==> config.mk <==
export PLATFORM = sky130hd
export DESIGN_NAME = async_fifo_rd_ctrl
export DESIGN_NICKNAME = d
export VERILOG_FILES = /design/src/rtl/async_fifo_rd_ctrl.sv
export SDC_FILE = /design/constraint.sdc
export NUM_CORES = 1
export LEC_CHECK = 0
export CAP_MARGIN = 10
export CORE_ASPECT_RATIO = 1.2
export CORE_MARGIN = 5
export CORE_UTILIZATION = 45
export CTS_CLUSTER_SIZE = 25
export DETAILED_ROUTE_END_ITERATION = 16
export GPL_TIMING_DRIVEN = 1
export PLACE_DENSITY = 0.78
export SLEW_MARGIN = 20
export SYNTH_ARGS = -nofsm -noshare
export SYNTH_HDL_FRONTEND = slang
export SYNTH_SLANG_ARGS = --single-unit
==> constraint.sdc <==
create_clock -name clk -period 3.3 [get_ports clk]
set_input_delay 0.495 -clock clk [delete_from_list [all_inputs] [get_ports clk]]
set_output_delay 0.495 -clock clk [all_outputs]
set_load 0.01 [all_outputs]
==> src/rtl/async_fifo_rd_ctrl.sv <==
// Read-side controller of an asynchronous FIFO: synchronizes the write pointer,
// derives empty/occupancy, and drives a one-word registered output stage.
`timescale 1ns/1ps
module async_fifo_rd_ctrl #(
    parameter int AW = 3,
    parameter int W  = 8
) (
    input  logic          clk,
    input  logic          resetn,
    input  logic [AW:0]   wr_ptr_gray,
    output logic [AW:0]   rd_ptr_gray,
    output logic [AW-1:0] mem_raddr,
    input  logic [W-1:0]  mem_rdata,
    output logic [W-1:0]  dout,
    output logic          dout_valid,
    input  logic          dout_ready,
    output logic          empty,
    output logic [AW:0]   rd_count,
    output logic          ptr_err
);

    // Handshake: a word moves out on a clk edge where dout_valid and dout_ready
    // are both high; dout_valid never drops and dout never changes while
    // dout_ready is low.

    typedef enum logic {
        IDLE = 1'b0,
        FULL = 1'b1
    } state_t;

    localparam logic [AW:0] DEPTH = (AW+1)'(1) << AW;

    state_t      state;
    state_t      state_next;
    logic [AW:0] wsync1;
    logic [AW:0] wsync2;
    logic [AW:0] wbin;
    logic [AW:0] rptr;
    logic [AW:0] rptr_next;
    logic        fetch;

    function automatic logic [AW:0] gray2bin(input logic [AW:0] g);
        logic [AW:0] b;
        b[AW] = g[AW];
        for (int i = AW - 1; i >= 0; i--) begin
            b[i] = b[i+1] ^ g[i];
        end
        return b;
    endfunction

    assign wbin      = gray2bin(wsync2);
    assign rptr_next = rptr + (AW+1)'(1);
    assign mem_raddr = rptr[AW-1:0];
    // Both operands are registers, so empty is glitch-free in this domain.
    assign empty     = (rd_ptr_gray == wsync2);
    assign rd_count  = wbin - rptr;
    assign fetch     = !empty && (!dout_valid || dout_ready);

    always_ff @(posedge clk or negedge resetn) begin
        if (!resetn) begin
            state <= IDLE;
        end else begin
            state <= state_next;
        end
    end

    always_comb begin
        state_next = state;
        case (state)
            IDLE: if (fetch) state_next = FULL;
            FULL: begin
                if (fetch) begin
                    state_next = FULL;
                end else if (dout_ready) begin
                    state_next = IDLE;
                end
            end
            default: state_next = IDLE;
        endcase
    end

    always_comb begin
        dout_valid = (state == FULL);
    end

    always_ff @(posedge clk or negedge resetn) begin
        if (!resetn) begin
            wsync1      <= '0;
            wsync2      <= '0;
            rptr        <= '0;
            rd_ptr_gray <= '0;
            dout        <= '0;
            ptr_err     <= 1'b0;
        end else begin
            wsync1  <= wr_ptr_gray;
            wsync2  <= wsync1;
            // More than DEPTH unread words means the pointers are corrupt.
            ptr_err <= ptr_err | (rd_count > DEPTH);
            if (fetch) begin
                dout        <= mem_rdata;
                rptr        <= rptr_next;
                rd_ptr_gray <= rptr_next ^ (rptr_next >> 1);
            end
        end
    end

endmodule

Word level (Yosys, flattened, before mapping)

Cells that the tools add are included.

Bits in registers: 26
Input bits: 15
Logic and storage cells: 25

Add/sub/neg operators: 2
Multiplexer cells: 4
Equality and inequality tests: 1
Order comparisons: 1
Reductions and logical operators: 4
Bitwise logic cells: 6

Operator list:

| operator                                    | number |
|---|---|
| adder 4 x 1 -> 4 bit, second input constant | 1 |
| == test 4 bit                               | 1 |
| > comparator 4 bit, second input constant   | 1 |
| subtractor 4 bit                            | 1 |
| XOR 4 x 3 -> 4 bit                          | 1 |
| 2-to-1 mux 1 bit                            | 3 |
| XOR 1 bit                                   | 3 |
| zero test 1 bit                             | 2 |
| case mux 1 bit (2 select lines)             | 1 |
| logical AND 1 bit                           | 1 |
| logical OR 1 bit                            | 1 |
| inverter 1 bit                              | 1 |
| OR 1 bit                                    | 1 |

Longest topological paths before layout

Gate-level depths: netlist of run 1.

Depth after elaboration: 6
Gate-level depth with buffers: 8
Mapped depth without buffers: 8

Worst setup path before layout of run 1

Ideal clock, no wire load.

Path type: flip-flop to output port
Start: register wsync2[3]
End: output port rd_count[3]
Data arrival time: 1.989 ns
Stages on the path, launching flop included: 9
Path slack: 0.816 ns
Cells stage by stage: dfrtp_1 xor2_1 xnor2_1 inv_1 ha_1 nor2b_1 o21a_1 or3_1 and2_1

Longest elaborated chain between the ends: 4

Ends and longest elaborated chain:

| item                    | line | RTL |
|---|---|---|
| start, declared         | 36   | `logic [AW:0] wsync2;` |
| start signal, assigned  | 96   | `wsync2 <= wsync1;` |
| XOR 1 bit (3 in series) | 46   | `b[i] = b[i+1] ^ g[i];` |
| subtractor 4 bit *      | 56   | `assign rd_count = wbin - rptr;` |
| end, declared           | 18   | `output logic [AW:0] rd_count,` |

Every way passes the cells marked *; elsewhere a longest branch is shown, timed or not.

Worst setup path in the final report of run 1

Start: register wsync2[3]
End: output port rd_count[2]

Longest elaborated chain between the ends: 4

Ends and longest elaborated chain:

| item                    | line |
|---|---|
| XOR 1 bit *             | 46 |
| XOR 1 bit (2 in series) | 46 |
| subtractor 4 bit *      | 56 |

Marked as above.

==> impl_metrics.yaml, run 1 <==
outcome:
  status: "finished clean"
clock_tree:
  cts_tree: "yes"
  cts-buffers-inserted: 3
  clockRootBuffer: "clkbuf_4"
  clock_tree.buffer_depth: 2
  cts-htree-levels: 1
  worstSkewPairLatency_ns: 0.31
  clkSlewWorstSetupHoldPaths_ns: 0.14
  cts_num_sinks: 25
placement:
  place.gp.congestion: 0.789
  buffer_ports.inserted: 36
  dp_hpwl_um: 1680
  placedInstanceArea_sq_mm: 0.00152
detailed_routing:
  vias: 744
  detail_route.wl_per_cell_um: 13.9
  drt-initial-drc-count: 3
  routed_wl_um: 2180
  drc: 0
  postRouteAntennaNets: 0
  vias_per_cell: 4.74
  drt_pre_antenna_iters: 2
synthesis:
  synth-seq-cells: 25
  synth_compound_gate_area_share: 0.0330
  largest_family_of_logic_cells_by_synthesized_area: "XOR/XNOR gates"
  postSynthCellCount: 82
  post_synth_edffs: 0
  yosys.cell_count.top_type: "dfrtp_1"
  syn_nets: 102
  synth_xor_area_frac: 0.131
  yosysSeqAreaShare: 0.550
  synth_commonest_cells: "dfrtp_1 (25), xnor2_1 (9), xor2_1 (8)"
  post_synth_and_or_nand_nor_area_fraction: 0.0550
  synthFlopType: "dfrtp_1"
  synth.top_cell.area_share: 0.550
  avgSynthCellArea_sq_um: 13.9
  synth_largest_area_cell: "dfrtp_1"
  ys.warnings.count: 0
  count_of_different_cell_masters_after_synthesis: 21
  synth_area_sq_mm: 0.00114
  main_area_contributors_after_synthesis: "dfrtp_1 (55%), xnor2_1 (6.9%), mux2_4 (6.6%)"
  post_synth_mux_area_share: 0.125
  synth-async-reset-ratio: 1.00
  synthesized_area_fraction_occupied_by_adder_cells: 0.0616
cells_and_area:
  drive_gt1_frac: 0.177
  diodes_inserted: 0
  register_area_sq_um: 626
  final_cell_area_sq_mm: 0.00159
  fill_cells: 192
  footprint_of_the_multi_input_gates_sq_um: 477
  area_growth_pct: 39.4
  finalCoreUtilization: 0.640
  num-nets-final: 145
sta:
  final.hold.worst_slack_ns: 0.369
  finalSetupViolations: 0
  finalWorstPathRequiredPeriod_ns: 3.15
  fin_crit_sh: 0.954
  slew_violations: 0
  finalHoldViolCount: 0
  worst_clock_skew_ns: 0.00455
  fmax_ghz: 0.318
  worstMarginPinSlew_ns: 0.462
  grt_setup_unrepaired: "no"
  finalSetupTns_ns: 0
  timing.max_slew.rel_slack: 0.692
worst_setup_path:
  worstPathRequired_ns: 2.80
  cp-end-kind: "output port"
  path_max_fanout: 3
  ff2ff_setup_slack_ns: 0.85
  critical_path_arrival_ns: 2.65
  critPathSlowestCell: "clkdlybuf4s50_1"
  crit_path_start_kind: "flip-flop"
  cpPeakStageDelay_ns: 0.57
  worst-setup-path-type: "flip-flop to output port"
  timing.critical_path.cells: "xor2_2, xnor2_2, xor2_1, ha_1, fa_1, xnor2_1, clkdlybuf4s50_1"
pwr:
  power.static_leakage_nw: 0.689
  fin_total_pwr_w: 0.00140
  power_per_cell_area_mw_per_mm2: 883
  power.ir.vdd_worst_mv: 0.620
floorplanning:
  design.die.area_sq_mm: 0.00364
  die_width_um: 55.9
  ios: 37
  dieHeight_um: 65.1
  initial_utilization: 0.459
  placeableCoreArea_sq_mm: 0.00248
  rows: 20
global_route:
  global_route.usage.total: 0.135
  global_route.overflow_total: 0
  largest_net_degree_at_the_start_of_global_routing: 26
  antenna_found_initial: 0
  use_met2: 0.251
  busiest_layer: "met2"
  grt_util_met1: 0.137
  grt_pass1_wl_um: 3740
  via_count_of_the_first_global_routing_pass: 855
  grt.met3_usage: 0.0418
flow_run:
  maxcap_violations: 0
worst_hold_path:
  holdCritPathClass: "flip-flop to flip-flop"
==> layout by cell type (no fill, tap or decap) <==
cell	Yosys	routed
a31o_2	1	1
and2_1	1	1
buf_4	0	4
clkbuf_4	0	3
clkdlybuf4s50_1	0	35
clkinvlp_4	0	1
dfrtp_1	25	25
dlymetal6s2s_1	0	1
fa_1	1	1
ha_1	4	4
inv_1	5	5
mux2_2	6	6
mux2_4	5	5
nand2_1	5	5
nand2b_1	1	1
nand4_1	1	1
nor2b_1	1	1
nor4_1	1	1
o21a_1	1	1
o21ai_0	2	2
o41a_1	1	1
or3_1	2	2
xnor2_1	9	8
xnor2_2	0	1
xor2_1	8	7
xor2_2	0	1
==> routing by layer <==
layer / vias to the layer above / routed length (um)
li1: 354 / -
met5: - / 0
met2: 17 / 1210
met1: 371 / 838
met3: 2 / 104
met4: 0 / 29
==> worst paths after layout <==
path / start / cells past startpoint / to
setup / recovery: wsync2[3]$_DFF_PN0_ / 7 / rd_count[2]
hold / removal: wsync1[3]$_DFF_PN0_ / 0 / wsync2[3]$_DFF_PN0_
setup reg to reg: wsync2[3]$_DFF_PN0_ / 8 / ptr_err$_DFF_PN0_
hold reg to reg: wsync1[3]$_DFF_PN0_ / 0 / wsync2[3]$_DFF_PN0_
max in group asynchronous: resetn / 2 / rptr[2]$_DFFE_PN0P_
min in group asynchronous: resetn / 2 / dout[0]$_DFFE_PN0P_
==> flip-flops by register name (all words and copies together) (netlist names) <==
register     cells
rd_ptr_gray      4
ptr_err          1
dout_valid       1
wsync1           4
wsync2           4
dout             8
rptr             3
==> layout make-up <==
class                           count  share of cell area
Clock buffer                        3              0.0142
Clock inverter                      1             0.00474
Inverter                            5              0.0118
Multi-Input combinational cell     50               0.301
Sequential cell                    25               0.395
Tap cell                           33              0.0260
Timing Repair Buffer               40               0.248
==> cells by family after synthesis <==
family | after synthesis
AO/OA/AOI/OAI | 5
XOR/XNOR | 17
adder cells (fa/ha/maj) | 5
buffers and inverters | 7
flip-flops | 25
multiplexers | 11
AND/OR/NAND/NOR | 12
==> where the power goes <==
group / leakage, nW / internal, W / switching [W]
clock network: 0.0139 / 0.0000462 / 0.0000930
registers: 0.287 / 0.000390 / 0.0000904
logic: 0.388 / 0.000465 / 0.000316
==> through the flow <==
step	cells	setup slack, ns
after global routing	157	0.0478
after CTS	157	0.0270
final	157	0.151
after global placement	151	0.332
after floorplan	82	0.816
after detailed placement	151	0.213
==> worst max-delay path, delay by kind of cell, from the launching register on <==
| kind | cells | cell delay (ns) |
|---|---|---|
| buffers and inverters | 1 | 0.57 |
| xor gates and xnor gates | 4 | 0.72 |
| adders and majority gates | 2 | 0.61 |
| DFF | 1 | 0.44 |
==> timing repair <==
| action | in CTS | in global routing |
|---|---|---|
| pin swaps | 1 | 1 |
| hold buffers | 0 | 0 |
| setup buffers | 2 | 0 |
| gates resized for setup | 2 | 1 |
| endpoints found under the setup margin | 2 | 1 |
No activity file was read; power rests on OpenSTA's default activity.
==> run 2, diff against run 1 <==
Settings changed: GPL_TIMING_DRIVEN 1 to unset, SLEW_MARGIN 20 to unset.
==> results of run 2 <==
Same layout as run 1: the final DEF is identical, and so are final timing and power.
